## src/rtl/wb_regfile_if.sv

```systemverilog
// wb_regfile_if: MEM/WB writeback bus plus ID-stage read ports of the register file.
//   master : pipeline side, drives writeback request, flags and read addresses
//   slave  : register file side, returns read data, forwarded data, flags, counter
// AW must equal $clog2(NREG) of the attached wb_regfile.
interface wb_regfile_if #(
    parameter int unsigned DW = 16,
    parameter int unsigned AW = 3
);
    // MEM/WB writeback request
    logic          en_wb;
    logic          regwrite;
    logic          from_main_mem;
    logic [AW-1:0] regwrite_adr;
    logic [DW-1:0] regwrite_dat_wb;
    logic [DW-1:0] main_mem_dat_wb;
    logic          flag_we_wb;
    logic          S_wb;
    logic          C_wb;
    logic          Z_wb;
    logic          V_wb;

    // ID-stage read ports
    logic [AW-1:0] rd_adr_a;
    logic [AW-1:0] rd_adr_b;
    logic [DW-1:0] rd_dat_a;
    logic [DW-1:0] rd_dat_b;

    // Forwarding / status
    logic [DW-1:0] wb_dat;
    logic          wb_valid;
    logic          S;
    logic          C;
    logic          Z;
    logic          V;
    logic [15:0]   retire_cnt;

    modport master (
        output en_wb, regwrite, from_main_mem, regwrite_adr,
               regwrite_dat_wb, main_mem_dat_wb,
               flag_we_wb, S_wb, C_wb, Z_wb, V_wb,
               rd_adr_a, rd_adr_b,
        input  rd_dat_a, rd_dat_b, wb_dat, wb_valid,
               S, C, Z, V, retire_cnt
    );

    modport slave (
        input  en_wb, regwrite, from_main_mem, regwrite_adr,
               regwrite_dat_wb, main_mem_dat_wb,
               flag_we_wb, S_wb, C_wb, Z_wb, V_wb,
               rd_adr_a, rd_adr_b,
        output rd_dat_a, rd_dat_b, wb_dat, wb_valid,
               S, C, Z, V, retire_cnt
    );
endinterface

```

## src/rtl/wb_regfile.sv

```systemverilog
// wb_regfile: writeback stage. Selects ALU or load data, commits it to an
// NREG x DW register file, commits SZCV flags and counts retired writes.
// Two combinational read ports with same-cycle write-through bypass.
// Ports:
//   clk   : system clock, all state updates on the rising edge
//   reset : synchronous, active-high; clears registers, flags and counter
//   bus   : wb_regfile_if slave modport (writeback request, read ports, status)
module wb_regfile #(
    parameter int unsigned DW   = 16,
    parameter int unsigned NREG = 8
) (
    input  logic        clk,
    input  logic        reset,
    wb_regfile_if.slave bus
);

    localparam int unsigned AW     = $clog2(NREG);
    localparam int unsigned NFLAG  = 4;
    localparam int unsigned CNT_W  = 16;

    logic [DW-1:0]    regs_q [NREG];
    logic [DW-1:0]    regs_d [NREG];
    logic [NFLAG-1:0] flags_q;          // {S, C, Z, V}
    logic [NFLAG-1:0] flags_d;
    logic [CNT_W-1:0] retire_cnt_q;
    logic [CNT_W-1:0] retire_cnt_d;

    logic             commit_c;
    logic             flag_commit_c;
    logic [DW-1:0]    wb_dat_c;
    logic             bypass_a_c;
    logic             bypass_b_c;
    logic [AW-1:0]    wr_adr_c;

    // Writeback data select and commit qualifiers; a stall suppresses everything.
    always_comb begin
        wb_dat_c      = bus.from_main_mem ? bus.main_mem_dat_wb : bus.regwrite_dat_wb;
        commit_c      = bus.en_wb & bus.regwrite;
        flag_commit_c = bus.en_wb & bus.flag_we_wb;
        wr_adr_c      = bus.regwrite_adr;
    end

    // Per-port write-through bypass so ID sees the value being written this cycle.
    always_comb begin
        bypass_a_c = commit_c && (bus.rd_adr_a == wr_adr_c);
        bypass_b_c = commit_c && (bus.rd_adr_b == wr_adr_c);
    end

    // Next-state for register array, flags and retire counter.
    always_comb begin
        for (int unsigned i = 0; i < NREG; i++) begin
            regs_d[i] = regs_q[i];
        end
        flags_d      = flags_q;
        retire_cnt_d = retire_cnt_q;

        if (commit_c) begin
            regs_d[wr_adr_c] = wb_dat_c;
            retire_cnt_d     = retire_cnt_q + CNT_W'(1);   // wraps silently
        end

        if (flag_commit_c) begin
            flags_d = {bus.S_wb, bus.C_wb, bus.Z_wb, bus.V_wb};
        end
    end

    // State registers; reset overrides any write presented in the same cycle.
    always_ff @(posedge clk) begin
        if (reset) begin
            for (int unsigned i = 0; i < NREG; i++) begin
                regs_q[i] <= '0;
            end
            flags_q      <= '0;
            retire_cnt_q <= '0;
        end else begin
            for (int unsigned i = 0; i < NREG; i++) begin
                regs_q[i] <= regs_d[i];
            end
            flags_q      <= flags_d;
            retire_cnt_q <= retire_cnt_d;
        end
    end

    // Combinational read ports and forwarding outputs.
    assign bus.rd_dat_a   = bypass_a_c ? wb_dat_c : regs_q[bus.rd_adr_a];
    assign bus.rd_dat_b   = bypass_b_c ? wb_dat_c : regs_q[bus.rd_adr_b];
    assign bus.wb_dat     = wb_dat_c;
    assign bus.wb_valid   = commit_c;

    // Flags are architectural state only; no bypass.
    assign bus.S          = flags_q[3];
    assign bus.C          = flags_q[2];
    assign bus.Z          = flags_q[1];
    assign bus.V          = flags_q[0];
    assign bus.retire_cnt = retire_cnt_q;

endmodule

```

## src/flat_wrapper.sv

```systemverilog
// flat-port wrapper written by rule: the top's interface ports become plain ports
module wb_regfile_flat 
#(
    parameter int unsigned DW   = 16,
    parameter int unsigned NREG = 8
)
  (clk, reset, bus_en_wb, bus_regwrite, bus_from_main_mem, bus_regwrite_adr, bus_regwrite_dat_wb, bus_main_mem_dat_wb, bus_flag_we_wb, bus_S_wb, bus_C_wb, bus_Z_wb, bus_V_wb, bus_rd_adr_a, bus_rd_adr_b, bus_rd_dat_a, bus_rd_dat_b, bus_wb_dat, bus_wb_valid, bus_S, bus_C, bus_Z, bus_V, bus_retire_cnt);
  wb_regfile_if #(.DW(DW), .AW(3)) bus_i ();
  input  logic clk;
  input  logic reset;
  input wire logic [$bits(bus_i.en_wb)-1:0] bus_en_wb;
  input wire logic [$bits(bus_i.regwrite)-1:0] bus_regwrite;
  input wire logic [$bits(bus_i.from_main_mem)-1:0] bus_from_main_mem;
  input wire logic [$bits(bus_i.regwrite_adr)-1:0] bus_regwrite_adr;
  input wire logic [$bits(bus_i.regwrite_dat_wb)-1:0] bus_regwrite_dat_wb;
  input wire logic [$bits(bus_i.main_mem_dat_wb)-1:0] bus_main_mem_dat_wb;
  input wire logic [$bits(bus_i.flag_we_wb)-1:0] bus_flag_we_wb;
  input wire logic [$bits(bus_i.S_wb)-1:0] bus_S_wb;
  input wire logic [$bits(bus_i.C_wb)-1:0] bus_C_wb;
  input wire logic [$bits(bus_i.Z_wb)-1:0] bus_Z_wb;
  input wire logic [$bits(bus_i.V_wb)-1:0] bus_V_wb;
  input wire logic [$bits(bus_i.rd_adr_a)-1:0] bus_rd_adr_a;
  input wire logic [$bits(bus_i.rd_adr_b)-1:0] bus_rd_adr_b;
  output wire logic [$bits(bus_i.rd_dat_a)-1:0] bus_rd_dat_a;
  output wire logic [$bits(bus_i.rd_dat_b)-1:0] bus_rd_dat_b;
  output wire logic [$bits(bus_i.wb_dat)-1:0] bus_wb_dat;
  output wire logic [$bits(bus_i.wb_valid)-1:0] bus_wb_valid;
  output wire logic [$bits(bus_i.S)-1:0] bus_S;
  output wire logic [$bits(bus_i.C)-1:0] bus_C;
  output wire logic [$bits(bus_i.Z)-1:0] bus_Z;
  output wire logic [$bits(bus_i.V)-1:0] bus_V;
  output wire logic [$bits(bus_i.retire_cnt)-1:0] bus_retire_cnt;
  assign bus_i.en_wb = bus_en_wb;
  assign bus_i.regwrite = bus_regwrite;
  assign bus_i.from_main_mem = bus_from_main_mem;
  assign bus_i.regwrite_adr = bus_regwrite_adr;
  assign bus_i.regwrite_dat_wb = bus_regwrite_dat_wb;
  assign bus_i.main_mem_dat_wb = bus_main_mem_dat_wb;
  assign bus_i.flag_we_wb = bus_flag_we_wb;
  assign bus_i.S_wb = bus_S_wb;
  assign bus_i.C_wb = bus_C_wb;
  assign bus_i.Z_wb = bus_Z_wb;
  assign bus_i.V_wb = bus_V_wb;
  assign bus_i.rd_adr_a = bus_rd_adr_a;
  assign bus_i.rd_adr_b = bus_rd_adr_b;
  assign bus_rd_dat_a = bus_i.rd_dat_a;
  assign bus_rd_dat_b = bus_i.rd_dat_b;
  assign bus_wb_dat = bus_i.wb_dat;
  assign bus_wb_valid = bus_i.wb_valid;
  assign bus_S = bus_i.S;
  assign bus_C = bus_i.C;
  assign bus_Z = bus_i.Z;
  assign bus_V = bus_i.V;
  assign bus_retire_cnt = bus_i.retire_cnt;
  wb_regfile #(.DW(DW), .NREG(NREG)) u_core (.clk(clk), .reset(reset), .bus(bus_i));
endmodule
```

## config.mk

```make
export PLATFORM = sky130hd
export DESIGN_NAME = wb_regfile_flat
export DESIGN_NICKNAME = d
export VERILOG_FILES = /design/src/rtl/wb_regfile_if.sv /design/src/rtl/wb_regfile.sv /design/src/flat_wrapper.sv
export SDC_FILE = /design/constraint.sdc
export NUM_CORES = 1
export LEC_CHECK = 0
export BUFFER_PORTS_ARGS = -buffer_cell sky130_fd_sc_hd__buf_2
export CAP_MARGIN = 10
export CORE_ASPECT_RATIO = 1.4
export CORE_MARGIN = 8
export CORE_UTILIZATION = 39
export CTS_BUF_LIST = sky130_fd_sc_hd__clkbuf_4
export DETAILED_ROUTE_END_ITERATION = 16
export REMOVE_ABC_BUFFERS = 1
export SLEW_MARGIN = 10
export SYNTH_ARGS = -nofsm -noshare
export SYNTH_HDL_FRONTEND = slang
export SYNTH_SLANG_ARGS = --single-unit
```

## constraint.sdc

```tcl
create_clock -name clk -period 1.6 [get_ports clk]
set_input_delay 0.08 -clock clk [delete_from_list [all_inputs] [get_ports clk]]
set_output_delay 0.08 -clock clk [all_outputs]
set_load 0.03 [all_outputs]
```

==> flow_summary.yaml <==
route:
  wl_met1_mm: 9.89
  dr.max_layer_used: "met4"
  wl_met3_um: 846
  num_vias: 6709
  vias_per_cell: 5.46
  wirelength_mm: 23.4
  drc_errors: 0
  drtIter0Drc: 429
  drtPass1Iterations: 5
  wl_per_cell_um: 19.1
  antenna_left: 0
  routed-wl-met2_mm: 12.1
placement:
  portBuffers: 119
  place.detailed.hpwl_mm: 15.3
  gp_congestion: 0.789
  placed_area_um2: 9350
  dp_slack_ns: -0.286
global_route:
  grt_pass1_vias: 6918
  grt_usage: 0.195
  grt_pass1_wl_mm: 37.6
  antenna_found_initial: 1
  grt_max_degree: 92
  gr-total-overflow: 0
synthesis:
  synthesis.area_um2: 7650
  yosys-top-cells-count: "a211oi_1 (160), dfxtp_1 (148), nor2_1 (142)"
  synth_area_leaders: "dfxtp_1 (39%), mux4_2 (19%), a211oi_1 (16%), nor2_1 (7.0%), clkbuf_1 (2.8%)"
  yosys.cell_types.count: 30
  async_flop_share: 0
  yosys_warnings: 0
  syn_area_per_cell_um2: 9.76
  synth_most_common_cell: "a211oi_1"
  seq_area_frac_synth: 0.387
  yosysTopAreaCell: "dfxtp_1"
  synth_top_area_share: 0.387
  synth_flop_cell: "dfxtp_1"
  synth_cells: 784
  synth_edf_count: 0
  synth-seq-cells: 148
timing:
  grt_setup_unrepaired: "true"
  fmax_mhz: 467
  worst_slack_ns: -0.543
  hold_ws_ns: 0.0339
  worst_slew_pin_slew_ns: 0.509
  report.final.slew_viol_count: 0
  fin_skew_ns: 0.0163
  hold_viol: 0
  max_slew_margin: 0.651
  setup_viol: 32
  min_period_ns: 2.14
  min_period_over_period: 1.34
finish:
  post-route-util: 0.539
  areaGrowthSynthToFinish_pct: 35.3
  drive_above_1_share: 0.434
  nets: 1018
  n_fill_cell: 1724
  final_area_um2: 10300
setup_path:
  crit-reg2reg-capture: "u_core.bus.retire_cnt[13]"
  rr_worst_depth: 4
  crit_start: "u_core.regs_q[3][6]"
  end_kind: "output pin"
  cp.arrival_ns: 2.06
  crit_type: "flop to output pin"
  rrSetupSlack_ns: 0.01
  cp_max_fo: 3
  required_ns: 1.52
  r2r_start: "u_core.bus.retire_cnt[3]"
  cp-start-kind: "flop"
clocking:
  ctsRootBufferMaster: "clkbuf_4"
  htreeDepth: 4
  clock-sinks: 148
  clk-insertion-delay-late_ns: 0.56
  clkSlewWorstSetupHoldPaths_ns: 0.15
  cts_tree: "built"
  cts_buffer_depth: 2
  cts_buffers: 17
power:
  finalPower_mw: 7.65
  power_density_nw_per_um2: 739
  leakage_nw: 3.80
  ir_drop_mv: 0.496
die:
  die_area_um2: 24400
  die_w_um: 134
  io_pins: 120
  row_count: 60
  core_area_um2: 19200
  initial_core_util: 0.398
  die_h_um: 182
worst_hold_path:
  hold_depth: 4
  hp-class: "input port to flop"
  min_to: "u_core.regs_q[7][12]"
  hp-start: "bus_main_mem_dat_wb[12]"
flow_run:
  drv_cap: 0
run_status:
  violations: "setup timing"
  status: "complete, but fails checks"
## cell usage in the layout, fill, tap and decap left out, types with 16 or more instances in the layout
master and n:
buf_2 87, nor2b_4 21, clkbuf_4 18, inv_1 19, a21oi_1 35, dlygate4sd3_1 24
dfxtp_1 114, a211oi_2 26, a211oi_1 133, nor2_1 139, dfxtp_2 33, mux4_2 64
buf_12 24, buf_4 112, mux2i_1 16
## routing by layer
metal	track usage	up-vias
met3	0.0312	37
met5	0	-
met1	0.230	3262
met4	0.0888	0
li1	-	3266
met2	0.337	144
## logic make-up after synthesis
kind of cell               count (synthesis)  synth area share
muxes                                     80             0.209
adders and majority gates                  1           0.00164
and+or+nand+nor                          225             0.137
buffers and inverters                    109            0.0592
AOI/OAI and AO/OA                        204             0.186
DFF                                      148             0.387
xor gates and xnor gates                  17            0.0195
## critical path, stage by stage, from the launching register on
cell	delay [ns]
dfxtp_2	0.35
mux4_2	0.46
nor2b_4	0.14
a211oi_2	0.21
buf_4	0.16
a21oi_2	0.04
buf_6	0.16
## state kept, by name, indices dropped and copies added (netlist names)
signal	flops
u_core.regs_q	128
u_core.bus.retire_cnt	16
u_core.flags_q	4
## worst max-delay path by stage
stage,endpoint,cells after the start
3_5_place_dp,bus_rd_dat_b[9],8
3_3_place_gp,bus_rd_dat_b[9],8
5_1_grt,bus_rd_dat_a[8],6
4_1_cts,bus_rd_dat_b[9],6
2_1_floorplan,bus_rd_dat_a[0],4
6_report,bus_rd_dat_b[6],6
## stage by stage
stage / cells / setup TNS (ns)
2_1_floorplan: 694 / -41.96
3_3_place_gp: 1170 / -2.76
3_5_place_dp: 1170 / -3.23
4_1_cts: 1225 / -14.99
5_1_grt: 1228 / -16.75
6_report: 1228 / -13.49
## report_power, final
part | leakage, nW | internal [mW] | switching, mW
clock network | 0.143 | 0.932 | 1.42
logic | 2.44 | 0.650 | 0.828
registers | 1.21 | 3.77 | 0.0564
total | 3.80 | 5.35 | 2.31
## area by class of cell
| class | count | area (um^2) | share of cell area |
|---|---|---|---|
| tap | 248 | 310 | 0.0300 |
| clock inverter | 14 | 136 | 0.0132 |
| timing repair buffer | 253 | 2060 | 0.199 |
| sequential | 148 | 3010 | 0.291 |
| inverter | 19 | 71.3 | 0.00689 |
| clock buffer | 18 | 135 | 0.0131 |
| multi-input combinational | 527 | 4620 | 0.447 |
| antenna | 1 | 2.50 | 0.000242 |
## repair_timing
item                       4_1_cts  5_1_grt
hold buffers                    24        0
hold endpoints to repair        42        0
buffers inserted                 1        2
gates resized for setup        110       35
pin swaps                       31       10
setup endpoints to repair       34       34
Note: power is estimated with default switching activity, not from simulation.
